--- src/rtl/calc1_pkg.sv ---
// calc1_pkg: calc1 command/response codes, sequencer state encoding and request entry layout
package calc1_pkg;
  localparam logic [3:0] CMD_NOP = 4'd0;
  localparam logic [3:0] CMD_ADD = 4'd1;
  localparam logic [3:0] CMD_SUB = 4'd2;
  localparam logic [3:0] CMD_LSH = 4'd5;
  localparam logic [3:0] CMD_RSH = 4'd6;
  localparam logic [1:0] RSP_NONE = 2'd0;
  localparam logic [1:0] RSP_SUCC = 2'd1;
  localparam logic [1:0] RSP_INOF = 2'd2;
  localparam logic [1:0] RSP_IERR = 2'd3;
  typedef enum logic [2:0] {
    ST_IDLE,
    ST_SEND1,
    ST_SEND2,
    ST_WAIT,
    ST_HOLD
  } seq_state_e;
  typedef struct packed {
    logic [3:0]  cmd;
    logic [31:0] op1;
    logic [31:0] op2;
  } req_entry_t;
endpackage

--- src/rtl/calc1_req_fifo.sv ---
// calc1_req_fifo: DEPTH-entry FIFO of whole calc1 operations {cmd, op1, op2} with occupancy count
module calc1_req_fifo
  import calc1_pkg::*;
#(
  parameter int DEPTH = 4
) (
  input  logic                   c_clk,
  input  logic                   reset,
  input  logic                   push,
  input  req_entry_t             push_data,
  input  logic                   pop,
  output req_entry_t             head,
  output logic                   empty,
  output logic [$clog2(DEPTH):0] count
);
  localparam int AW = $clog2(DEPTH);
  localparam int CW = AW + 1;
  req_entry_t mem_q [DEPTH];
  logic [AW-1:0] wr_ptr_q, wr_ptr_d, rd_ptr_q, rd_ptr_d;
  logic [CW-1:0] count_q, count_d;
  logic push_ok, pop_ok;
  always_comb begin
    push_ok  = push && (count_q != CW'(DEPTH));
    pop_ok   = pop && (count_q != '0);
    wr_ptr_d = wr_ptr_q + AW'(push_ok);
    rd_ptr_d = rd_ptr_q + AW'(pop_ok);
    count_d  = count_q + CW'(push_ok) - CW'(pop_ok);
  end
  always_ff @(posedge c_clk or negedge reset) begin
    if (!reset) begin
      wr_ptr_q <= '0;
      rd_ptr_q <= '0;
      count_q  <= '0;
    end else begin
      wr_ptr_q <= wr_ptr_d;
      rd_ptr_q <= rd_ptr_d;
      count_q  <= count_d;
    end
  end
  // storage needs no reset: entries are only read while count is nonzero
  always_ff @(posedge c_clk) begin
    if (push_ok) mem_q[wr_ptr_q] <= push_data;
  end
  assign head  = mem_q[rd_ptr_q];
  assign empty = (count_q == '0);
  assign count = count_q;
endmodule

--- src/rtl/calc1_port_sequencer.sv ---
// calc1_port_sequencer: queues calc1 operations and drives the two-cycle cmd/op1, op2 port protocol,
// returning each response (or a timeout) through a valid/ready result interface.
module calc1_port_sequencer
  import calc1_pkg::*;
#(
  parameter int DEPTH   = 4,
  parameter int TIMEOUT = 15
) (
  input  logic                   c_clk,
  input  logic                   reset,
  input  logic                   req_valid,
  output logic                   req_ready,
  input  logic [3:0]             req_cmd,
  input  logic [31:0]            req_op1,
  input  logic [31:0]            req_op2,
  output logic [3:0]             port_cmd,
  output logic [31:0]            port_data,
  input  logic [1:0]             port_resp,
  input  logic [31:0]            port_out,
  output logic                   rsp_valid,
  input  logic                   rsp_ready,
  output logic [1:0]             rsp_code,
  output logic [31:0]            rsp_data,
  output logic [3:0]             rsp_cmd,
  output logic                   rsp_timeout,
  output logic                   spurious,
  output logic [$clog2(DEPTH):0] fifo_count
);
  localparam int CW = $clog2(DEPTH) + 1;
  localparam int TW = $clog2(TIMEOUT) + 1;
  seq_state_e state_q, state_d;
  logic [3:0]    cur_cmd_q, cur_cmd_d, port_cmd_q, port_cmd_d, rsp_cmd_q, rsp_cmd_d;
  logic [31:0]   port_data_q, port_data_d, rsp_data_q, rsp_data_d;
  logic [1:0]    rsp_code_q, rsp_code_d;
  logic [TW-1:0] tmo_q, tmo_d;
  logic          rsp_valid_q, rsp_valid_d, rsp_timeout_q, rsp_timeout_d, spurious_q, spurious_d;
  logic          push, pop, fifo_empty, got_resp;
  req_entry_t    head;
  // NOPs complete the handshake but never occupy a slot
  assign req_ready = (fifo_count < CW'(DEPTH));
  assign push      = req_valid && req_ready && (req_cmd != CMD_NOP);
  assign got_resp  = (port_resp != RSP_NONE);
  calc1_req_fifo #(.DEPTH(DEPTH)) u_fifo (
    .c_clk    (c_clk),
    .reset    (reset),
    .push     (push),
    .push_data({req_cmd, req_op1, req_op2}),
    .pop      (pop),
    .head     (head),
    .empty    (fifo_empty),
    .count    (fifo_count)
  );
  always_comb begin
    state_d       = state_q;
    cur_cmd_d     = cur_cmd_q;
    tmo_d         = tmo_q;
    port_cmd_d    = CMD_NOP;
    port_data_d   = '0;
    rsp_valid_d   = rsp_valid_q;
    rsp_code_d    = rsp_code_q;
    rsp_data_d    = rsp_data_q;
    rsp_cmd_d     = rsp_cmd_q;
    rsp_timeout_d = rsp_timeout_q;
    spurious_d    = spurious_q || (got_resp && state_q != ST_WAIT);
    pop           = 1'b0;
    case (state_q)
      ST_IDLE: if (!fifo_empty) begin
        state_d     = ST_SEND1;
        port_cmd_d  = head.cmd;
        port_data_d = head.op1;
        cur_cmd_d   = head.cmd;
      end
      ST_SEND1: begin
        state_d     = ST_SEND2;
        port_data_d = head.op2;
        pop         = 1'b1;
      end
      ST_SEND2: begin
        state_d = ST_WAIT;
        tmo_d   = '0;
      end
      // a response on the last allowed cycle wins over the timeout
      ST_WAIT: if (got_resp || tmo_q == TW'(TIMEOUT - 1)) begin
        state_d       = ST_HOLD;
        rsp_valid_d   = 1'b1;
        rsp_code_d    = port_resp;
        rsp_data_d    = got_resp ? port_out : '0;
        rsp_cmd_d     = cur_cmd_q;
        rsp_timeout_d = !got_resp;
      end else begin
        tmo_d = tmo_q + TW'(1);
      end
      ST_HOLD: if (rsp_ready) begin
        state_d     = ST_IDLE;
        rsp_valid_d = 1'b0;
      end
      default: state_d = ST_IDLE;
    endcase
  end
  always_ff @(posedge c_clk or negedge reset) begin
    if (!reset) begin
      state_q       <= ST_IDLE;
      cur_cmd_q     <= '0;
      tmo_q         <= '0;
      port_cmd_q    <= '0;
      port_data_q   <= '0;
      rsp_valid_q   <= 1'b0;
      rsp_code_q    <= '0;
      rsp_data_q    <= '0;
      rsp_cmd_q     <= '0;
      rsp_timeout_q <= 1'b0;
      spurious_q    <= 1'b0;
    end else begin
      state_q       <= state_d;
      cur_cmd_q     <= cur_cmd_d;
      tmo_q         <= tmo_d;
      port_cmd_q    <= port_cmd_d;
      port_data_q   <= port_data_d;
      rsp_valid_q   <= rsp_valid_d;
      rsp_code_q    <= rsp_code_d;
      rsp_data_q    <= rsp_data_d;
      rsp_cmd_q     <= rsp_cmd_d;
      rsp_timeout_q <= rsp_timeout_d;
      spurious_q    <= spurious_d;
    end
  end
  assign port_cmd    = port_cmd_q;
  assign port_data   = port_data_q;
  assign rsp_valid   = rsp_valid_q;
  assign rsp_code    = rsp_code_q;
  assign rsp_data    = rsp_data_q;
  assign rsp_cmd     = rsp_cmd_q;
  assign rsp_timeout = rsp_timeout_q;
  assign spurious    = spurious_q;
endmodule

--- config.mk ---
export PLATFORM = sky130hd
export DESIGN_NAME = calc1_port_sequencer
export DESIGN_NICKNAME = d
export VERILOG_FILES = /design/src/rtl/calc1_pkg.sv /design/src/rtl/calc1_req_fifo.sv /design/src/rtl/calc1_port_sequencer.sv
export SDC_FILE = /design/constraint.sdc
export NUM_CORES = 1
export LEC_CHECK = 0
export ABC_AREA = 1
export CORE_ASPECT_RATIO = 1.4
export CORE_MARGIN = 1
export CORE_UTILIZATION = 40
export DETAILED_ROUTE_END_ITERATION = 12
export PLACE_DENSITY = 0.59
export SYNTH_ARGS = -nofsm -noshare
export SYNTH_HDL_FRONTEND = slang
export SYNTH_HIERARCHICAL = 1
export SYNTH_SLANG_ARGS = --single-unit
--- constraint.sdc ---
create_clock -name c_clk -period 6.92 [get_ports c_clk]
set_input_delay 0.692 -clock c_clk [delete_from_list [all_inputs] [get_ports c_clk]]
set_output_delay 0.692 -clock c_clk [all_outputs]
set_load 0.02 [all_outputs]
Word level (Yosys, flattened, before mapping)
Memory sizes are Yosys's and may differ from the RTL's.
Index checks and enable logic that the tools add are counted.
{"block": "totals", "wordCells": 70, "mem_bits_rw": 272, "n_memories": 1, "ff_bits": 96, "input_bits": 106, "output_inout_bits": 81}
{"block": "classes", "mux": 17, "n_bitwise": 1, "n_eq_ne": 11, "n_addsub": 5, "reduce_logical": 20, "magnitude_cmp": 1}
{"name": "u_fifo.mem_q", "words": 4, "word_bits": 68, "rd": 1, "rd_clocked_by_memory_dff": 0, "write_ports": 1, "line_no": "calc1_req_fifo.sv:18", "text": "req_entry_t mem_q [DEPTH];"}
{"cell": "$mux W32", "n": 2}
{"cell": "$pmux W32 S2", "n": 1}
{"cell": "$pmux W3 S5", "n": 1}
{"cell": "$pmux W5 S2", "n": 1}
{"cell": "$mux W3", "n": 3}
{"cell": "$mux W4", "n": 2}
{"cell": "$ne A2 B2 Y1 const B", "n": 4}
{"cell": "$eq A3 B2 Y1 const B", "n": 2}
{"cell": "$logic_not A3 Y1", "n": 2}
{"cell": "$reduce_and A2 Y1", "n": 3}
{"cell": "$reduce_and A3 Y1", "n": 2}
{"cell": "$reduce_bool A2 Y1", "n": 3}
{"cell": "$add A5 B1 Y5 const B", "n": 1}
{"cell": "$eq A5 B4 Y1 const B", "n": 1}
{"cell": "$logic_and A1 B1 Y1", "n": 5}
{"cell": "$mux W1", "n": 5}
{"cell": "$mux W5", "n": 1}
{"cell": "$add A2 B1 Y2", "n": 2}
{"cell": "$reduce_bool A4 Y1", "n": 1}
{"cell": "$add A3 B1 Y3", "n": 1}
{"cell": "$eq A3 B1 Y1 const B", "n": 1}
{"cell": "$eq A3 B3 Y1 const B", "n": 1}
{"cell": "$lt A3 B3 Y1 const B", "n": 1}
{"cell": "$ne A3 B2 Y1 const B", "n": 1}
{"cell": "other kinds (7)", "n": 8}

Depth between registers and ports, before layout
{"block": "logic_depth", "word_depth": 6, "depth_mapped": 14, "ltp_nobuf": 13}

Modules after synthesis
The synthesis kept the hierarchy.
{"module": "calc1_req_fifo", "cells_each": 770, "seq_area_each_um2": 8343.0, "area_per_inst_um2": 10616.4, "instances": 1}
{"module": "calc1_port_sequencer", "cells_each": 407, "seq_area_each_um2": 2227.1, "area_per_inst_um2": 3761.1, "instances": 1}

Worst setup path before layout
Ideal clock, no wire load.
{"block": "synth_path", "kind": "register to register", "from": "register u_fifo.count_q[2] (netlist: u_fifo/count[2])", "to": "memory u_fifo/mem_q[0][0] (netlist name) (enable)", "arrival_ps": 5614, "synth_period_minus_slack_ps": 6192, "slack_ps": 728, "stages_incl_launch_ff": 6, "required_time_ps": 6342, "path_buffers": 0, "setup_time_ps": 578, "path_cell_list": "dfrtp_1 -> inv_1 -> nand2_1 -> nor2_1 -> nand2_1 -> nor3_1"}
{"block": "synth_via", "elab_chain_len": 6, "word_cells_on_any_way": 7, "cone_classes": "order compare (1); eq/ne (1); mux (2); reduce/logical (3)"}
{"item": "start: declaration", "line_no": "calc1_req_fifo.sv:20", "text": "logic [CW-1:0] count_q, count_d;"}
{"item": "start signal: assignment", "line_no": "calc1_req_fifo.sv:37", "text": "count_q <= count_d;"}
{"item": "$lt A3 B3 Y1", "line_no": "calc1_port_sequencer.sv:40", "text": "assign req_ready = (fifo_count < CW'(DEPTH));"}
{"item": "via req_ready", "line_no": "calc1_port_sequencer.sv:12", "text": "output logic req_ready,"}
{"item": "$logic_and A1 B1 Y1 (2 in series)", "line_no": "calc1_port_sequencer.sv:41", "text": "assign push = req_valid && req_ready && (req_cmd != CMD_NOP);"}
{"item": "via push", "line_no": "calc1_port_sequencer.sv:37", "text": "logic push, pop, fifo_empty, got_resp;"}
{"item": "$logic_and A1 B1 Y1", "line_no": "calc1_req_fifo.sv:23", "text": "push_ok = push && (count_q != CW'(DEPTH));"}
{"item": "$mux W1", "line_no": "calc1_req_fifo.sv:42", "text": "if (push_ok) mem_q[wr_ptr_q] <= push_data;"}
{"item": "$mux W1 (not written as such)", "line_no": "calc1_req_fifo.sv:42"}
{"item": "end: declaration", "line_no": "calc1_req_fifo.sv:18"}
The timed path passes the listed nets, and every way through them passes these cells.

Final worst setup path
{"block": "layout_path", "from": "input req_cmd[1]", "to": "memory u_fifo/mem_q[1][3] (netlist name) (enable)"}
{"block": "layout_via", "elab_chain_len": 5}
{"item": "start: declaration", "line_no": "calc1_port_sequencer.sv:13", "text": "input logic [3:0] req_cmd,"}
{"item": "$reduce_bool A4 Y1", "line_no": "calc1_port_sequencer.sv:41"}
{"item": "$logic_and A1 B1 Y1", "line_no": "calc1_port_sequencer.sv:41"}
{"item": "via push", "line_no": "calc1_port_sequencer.sv:37"}
{"item": "$logic_and A1 B1 Y1", "line_no": "calc1_req_fifo.sv:23"}
{"item": "$mux W1", "line_no": "calc1_req_fifo.sv:42"}
{"item": "$mux W1 (not written as such)", "line_no": "calc1_req_fifo.sv:42"}
The timed path passes the listed nets, and every way through them passes these cells.

==> results.sh <==
export IMPL_synth_top_cell_area_share=0.5681
export IMPL_crit_chain="clkdlybuf4s50_1, nor4_1, nor2_1, nand2_1, nor3_2, buf_4, buf_4"
export IMPL_vias=9182
export IMPL_cts_num_sinks=368
export IMPL_cp_num_buf_inv=3
export IMPL_path_clk_slew_ns=0.06
export IMPL_finalMaxSlewViolations=0
export IMPL_antenna_found_initial=2
export IMPL_synth_area_um2=14380
export IMPL_syn_avg_cell_area_um2=12.22
export IMPL_yosysUniqueCellTypes=32
export IMPL_cp_start_kind="input port"
export IMPL_htreeDepth=2
export IMPL_drc_errors=0
export IMPL_clk_path_buf_depth=3
export IMPL_die_w_um=162.2
export IMPL_grt_pass1_vias=9013
export IMPL_grt_usage=0.1760
export IMPL_io_buffers=186
export IMPL_relSlewSlack=0.3203
export IMPL_post_cts_buffers=0
export IMPL_slowest_delay_ns=0.60
export IMPL_crit_type="input port to flip-flop"
export IMPL_critical_path_depth=7
export IMPL_cts_buffers=36
export IMPL_leakage_nw=6.702
export IMPL_clock_latency_ns=0.54
export IMPL_crit_end="u_fifo/mem_q[1][3]"
export IMPL_drv_cap=0
export IMPL_die_area_um2=36720
export IMPL_wl_mm=32.03
export IMPL_placed_cell_area_um2=16500
export IMPL_tightest_slew_ns=1.017
export IMPL_fin_area_um2=17730
export IMPL_synth_largest_area_cell="edfxtp_1"
export IMPL_area_growth_pct=23.31
export IMPL_overflow=0
export IMPL_antenna_left=0
export IMPL_die_h_um=226.3
export IMPL_grt_pass1_wl_mm=49.10
export IMPL_first_pass_iters=4
export IMPL_ys_ff_latch=368
export IMPL_critPathTopFamily="buffers and inverters"
export IMPL_end_kind="flip-flop"
export IMPL_ys_seq_area_frac=0.7352
export IMPL_place_congestion=0.7558
export IMPL_cts_root_buffer="clkbuf_16"
export IMPL_rsz0062_at_grt="false"
export IMPL_hold_viol=0
export IMPL_synth_fp_nets=1288
export IMPL_drive_gt1_frac=0.07620
export IMPL_power_internal_mw=4.928
export IMPL_finClkSkew_ns=0.02120
export IMPL_critPathSlowestCell="clkdlybuf4s50_1"
export IMPL_p_per_area_nw_per_um2=430.0
export IMPL_fin_setup_tns_ns=0
export IMPL_cts_tree="done"
export IMPL_nets=1461
export IMPL_period_share=0.4018
export IMPL_critPathLaunch="req_cmd[1]"
export IMPL_reg2reg_depth=6
export IMPL_synth_area_top_cells="edfxtp_1, dfrtp_1, nor2_1"
export IMPL_pwr_share_clk=0.260
export IMPL_p_comb_frac=0.337
export IMPL_fmax_ghz=0.3596
export IMPL_layout_min_cycle_time_ns=2.781
export IMPL_grt_max_degree=92
export IMPL_dp_hpwl_mm=19.14
export IMPL_cts_hold_buffers=0
export IMPL_crit_arrival_ns=2.93
export IMPL_outcome="finished, final reports clean"
export IMPL_reg2reg_to="port_data[18]"
export IMPL_whs_ns=0.1708
export IMPL_cp_data_required_time_ns=7.07
export IMPL_core_area_um2=35170
export IMPL_ios=187
export IMPL_yosysWarnings=6
export IMPL_viasPerCell=5.004
export IMPL_setup_violations=0
export IMPL_synth_cells=1177
export IMPL_start_util=0.4088
export IMPL_wl_per_cell_um=17.46
export IMPL_drtIter0Drc=631
export IMPL_critPathMostFrequentCell="buf_4"
export IMPL_seqPwrFrac=0.403
export IMPL_peakVddDrop_v=0.0001898
export IMPL_power_switching_mw=2.696
export IMPL_r2r_setup_slack_ns=4.19
export IMPL_cts_resized_gates=0
export IMPL_crit_fanout=38
export IMPL_rows=81
export IMPL_switching_share=0.3536
export IMPL_r2r_start="u_fifo/rd_ptr_q[0]"
export IMPL_hp_class="input port to async pin"
## registers in the layout, indices dropped and copies added (netlist names), 3 cells and up
register      flops
u_fifo/mem_q    272
rsp_data         32
state_q           3
rsp_cmd           4
port_data        32
u_fifo/count      3
tmo_q             5
cur_cmd_q         4
port_cmd          4
## synthesized netlist by cell type
master,n
buf_4,10
edfxtp_1,272
buf_12,1
nor2_1,213
nand2_2,4
nand3_1,72
o21ai_0,144
nand4_1,3
xnor2_1,3
ha_1,4
nand3_4,1
buf_2,20
xor2_1,1
nor2_2,1
nor4_1,1
a21boi_0,1
nand2_4,1
nand3_2,10
clkbuf_1,20
nor2_8,1
nor3_1,4
nor2_4,1
dfrtp_1,96
o21ai_1,66
nand2_1,181
buf_8,1
inv_2,4
inv_1,23
o21bai_1,1
buf_6,15
fa_1,1
a21oi_1,1
## cell families after synthesis
family	after synthesis	share of synthesized area
AO/OA/AOI/OAI	213	0.07449
XOR/XNOR	4	0.002437
adder cells (fa/ha/maj)	5	0.004874
buffers and inverters	94	0.03864
flip-flops	368	0.7352
AND/OR/NAND/NOR	493	0.1444
## power groups by stage
stage / Sequential [mW] / Combinational, mW / Clock [mW]
after floorplan: 3.35 / 1.47 / 0
after detailed placement: 3.12 / 2.60 / 0
final: 3.07 / 2.57 / 1.98
after CTS: 3.08 / 2.61 / 2.03
after global routing: 3.12 / 2.86 / 2.10
after global placement: 3.11 / 2.58 / 0
## placed cells by master (no fill, tap or decap), types with 2 or more instances in the layout
| master | netlist | final |
|---|---|---|
| o21ai_0 | 144 | 144 |
| clkinvlp_4 | 0 | 3 |
| clkdlybuf4s50_1 | 0 | 185 |
| bufinv_16 | 0 | 2 |
| edfxtp_1 | 272 | 272 |
| nand3_2 | 10 | 10 |
| nand2_2 | 4 | 4 |
| inv_6 | 0 | 3 |
| o21ai_1 | 66 | 66 |
| xnor2_1 | 3 | 3 |
| clkinv_2 | 0 | 7 |
| nand3_1 | 72 | 72 |
| clkbuf_16 | 0 | 40 |
| nor2_1 | 213 | 213 |
| inv_2 | 4 | 2 |
| nand2_1 | 181 | 181 |
| ha_1 | 4 | 4 |
| dfrtp_1 | 96 | 95 |
| nor3_2 | 0 | 4 |
| nand4_1 | 3 | 3 |
| clkbuf_8 | 0 | 3 |
| clkbuf_1 | 20 | 5 |
| inv_1 | 23 | 23 |
| buf_4 | 10 | 17 |
## through the flow
stage                     instances  utilization  worst slack, ns  total power, mW
after detailed placement       1768       0.4692            3.620            5.721
after global routing           1835       0.5041            3.908            8.085
after global placement         1768       0.4692            3.641            5.694
after CTS                      1834       0.5040            4.156            7.716
final                          1835       0.5041            4.139            7.623
after floorplan                1177            -           0.7278            4.825
## how the worst min path moves through the flow
| stage | slack (ns) | to | depth (start not counted) |
|---|---|---|---|
| 2_1_floorplan | 0.40 | cur_cmd_q[0] | 0 |
| 3_3_place_gp | 0.45 | rsp_data[5] | 2 |
| 3_5_place_dp | 0.46 | rsp_data[19] | 2 |
| 4_1_cts | 0.19 | tmo_q[3] | 1 |
| 5_1_grt | 0.20 | rsp_data[17] | 1 |
| 6_report | 0.17 | rsp_data[14] | 1 |
## final cells by class
cell class,instances,area (µm²)
Antenna cell,1,2.502
Clock buffer,49,1069
Clock inverter,17,156.4
Fill cell,3019,17440
Inverter,27,105.1
Multi-Input combinational cell,715,3272
Sequential cell,368,10570
Tap cell,456,570.5
Timing Repair Buffer,202,1979
## layer usage
layer / GRT usage / wire (µm) / vias to the layer above
met1: 0.2168 / 13400 / 4438
li1: - / - / 4418
met3: 0.02908 / 1601 / 61
met4: 0.07060 / 962 / 2
met2: 0.3063 / 16060 / 263
met5: 0 / 11 / -
No activity file was read; power rests on OpenSTA's default activity.
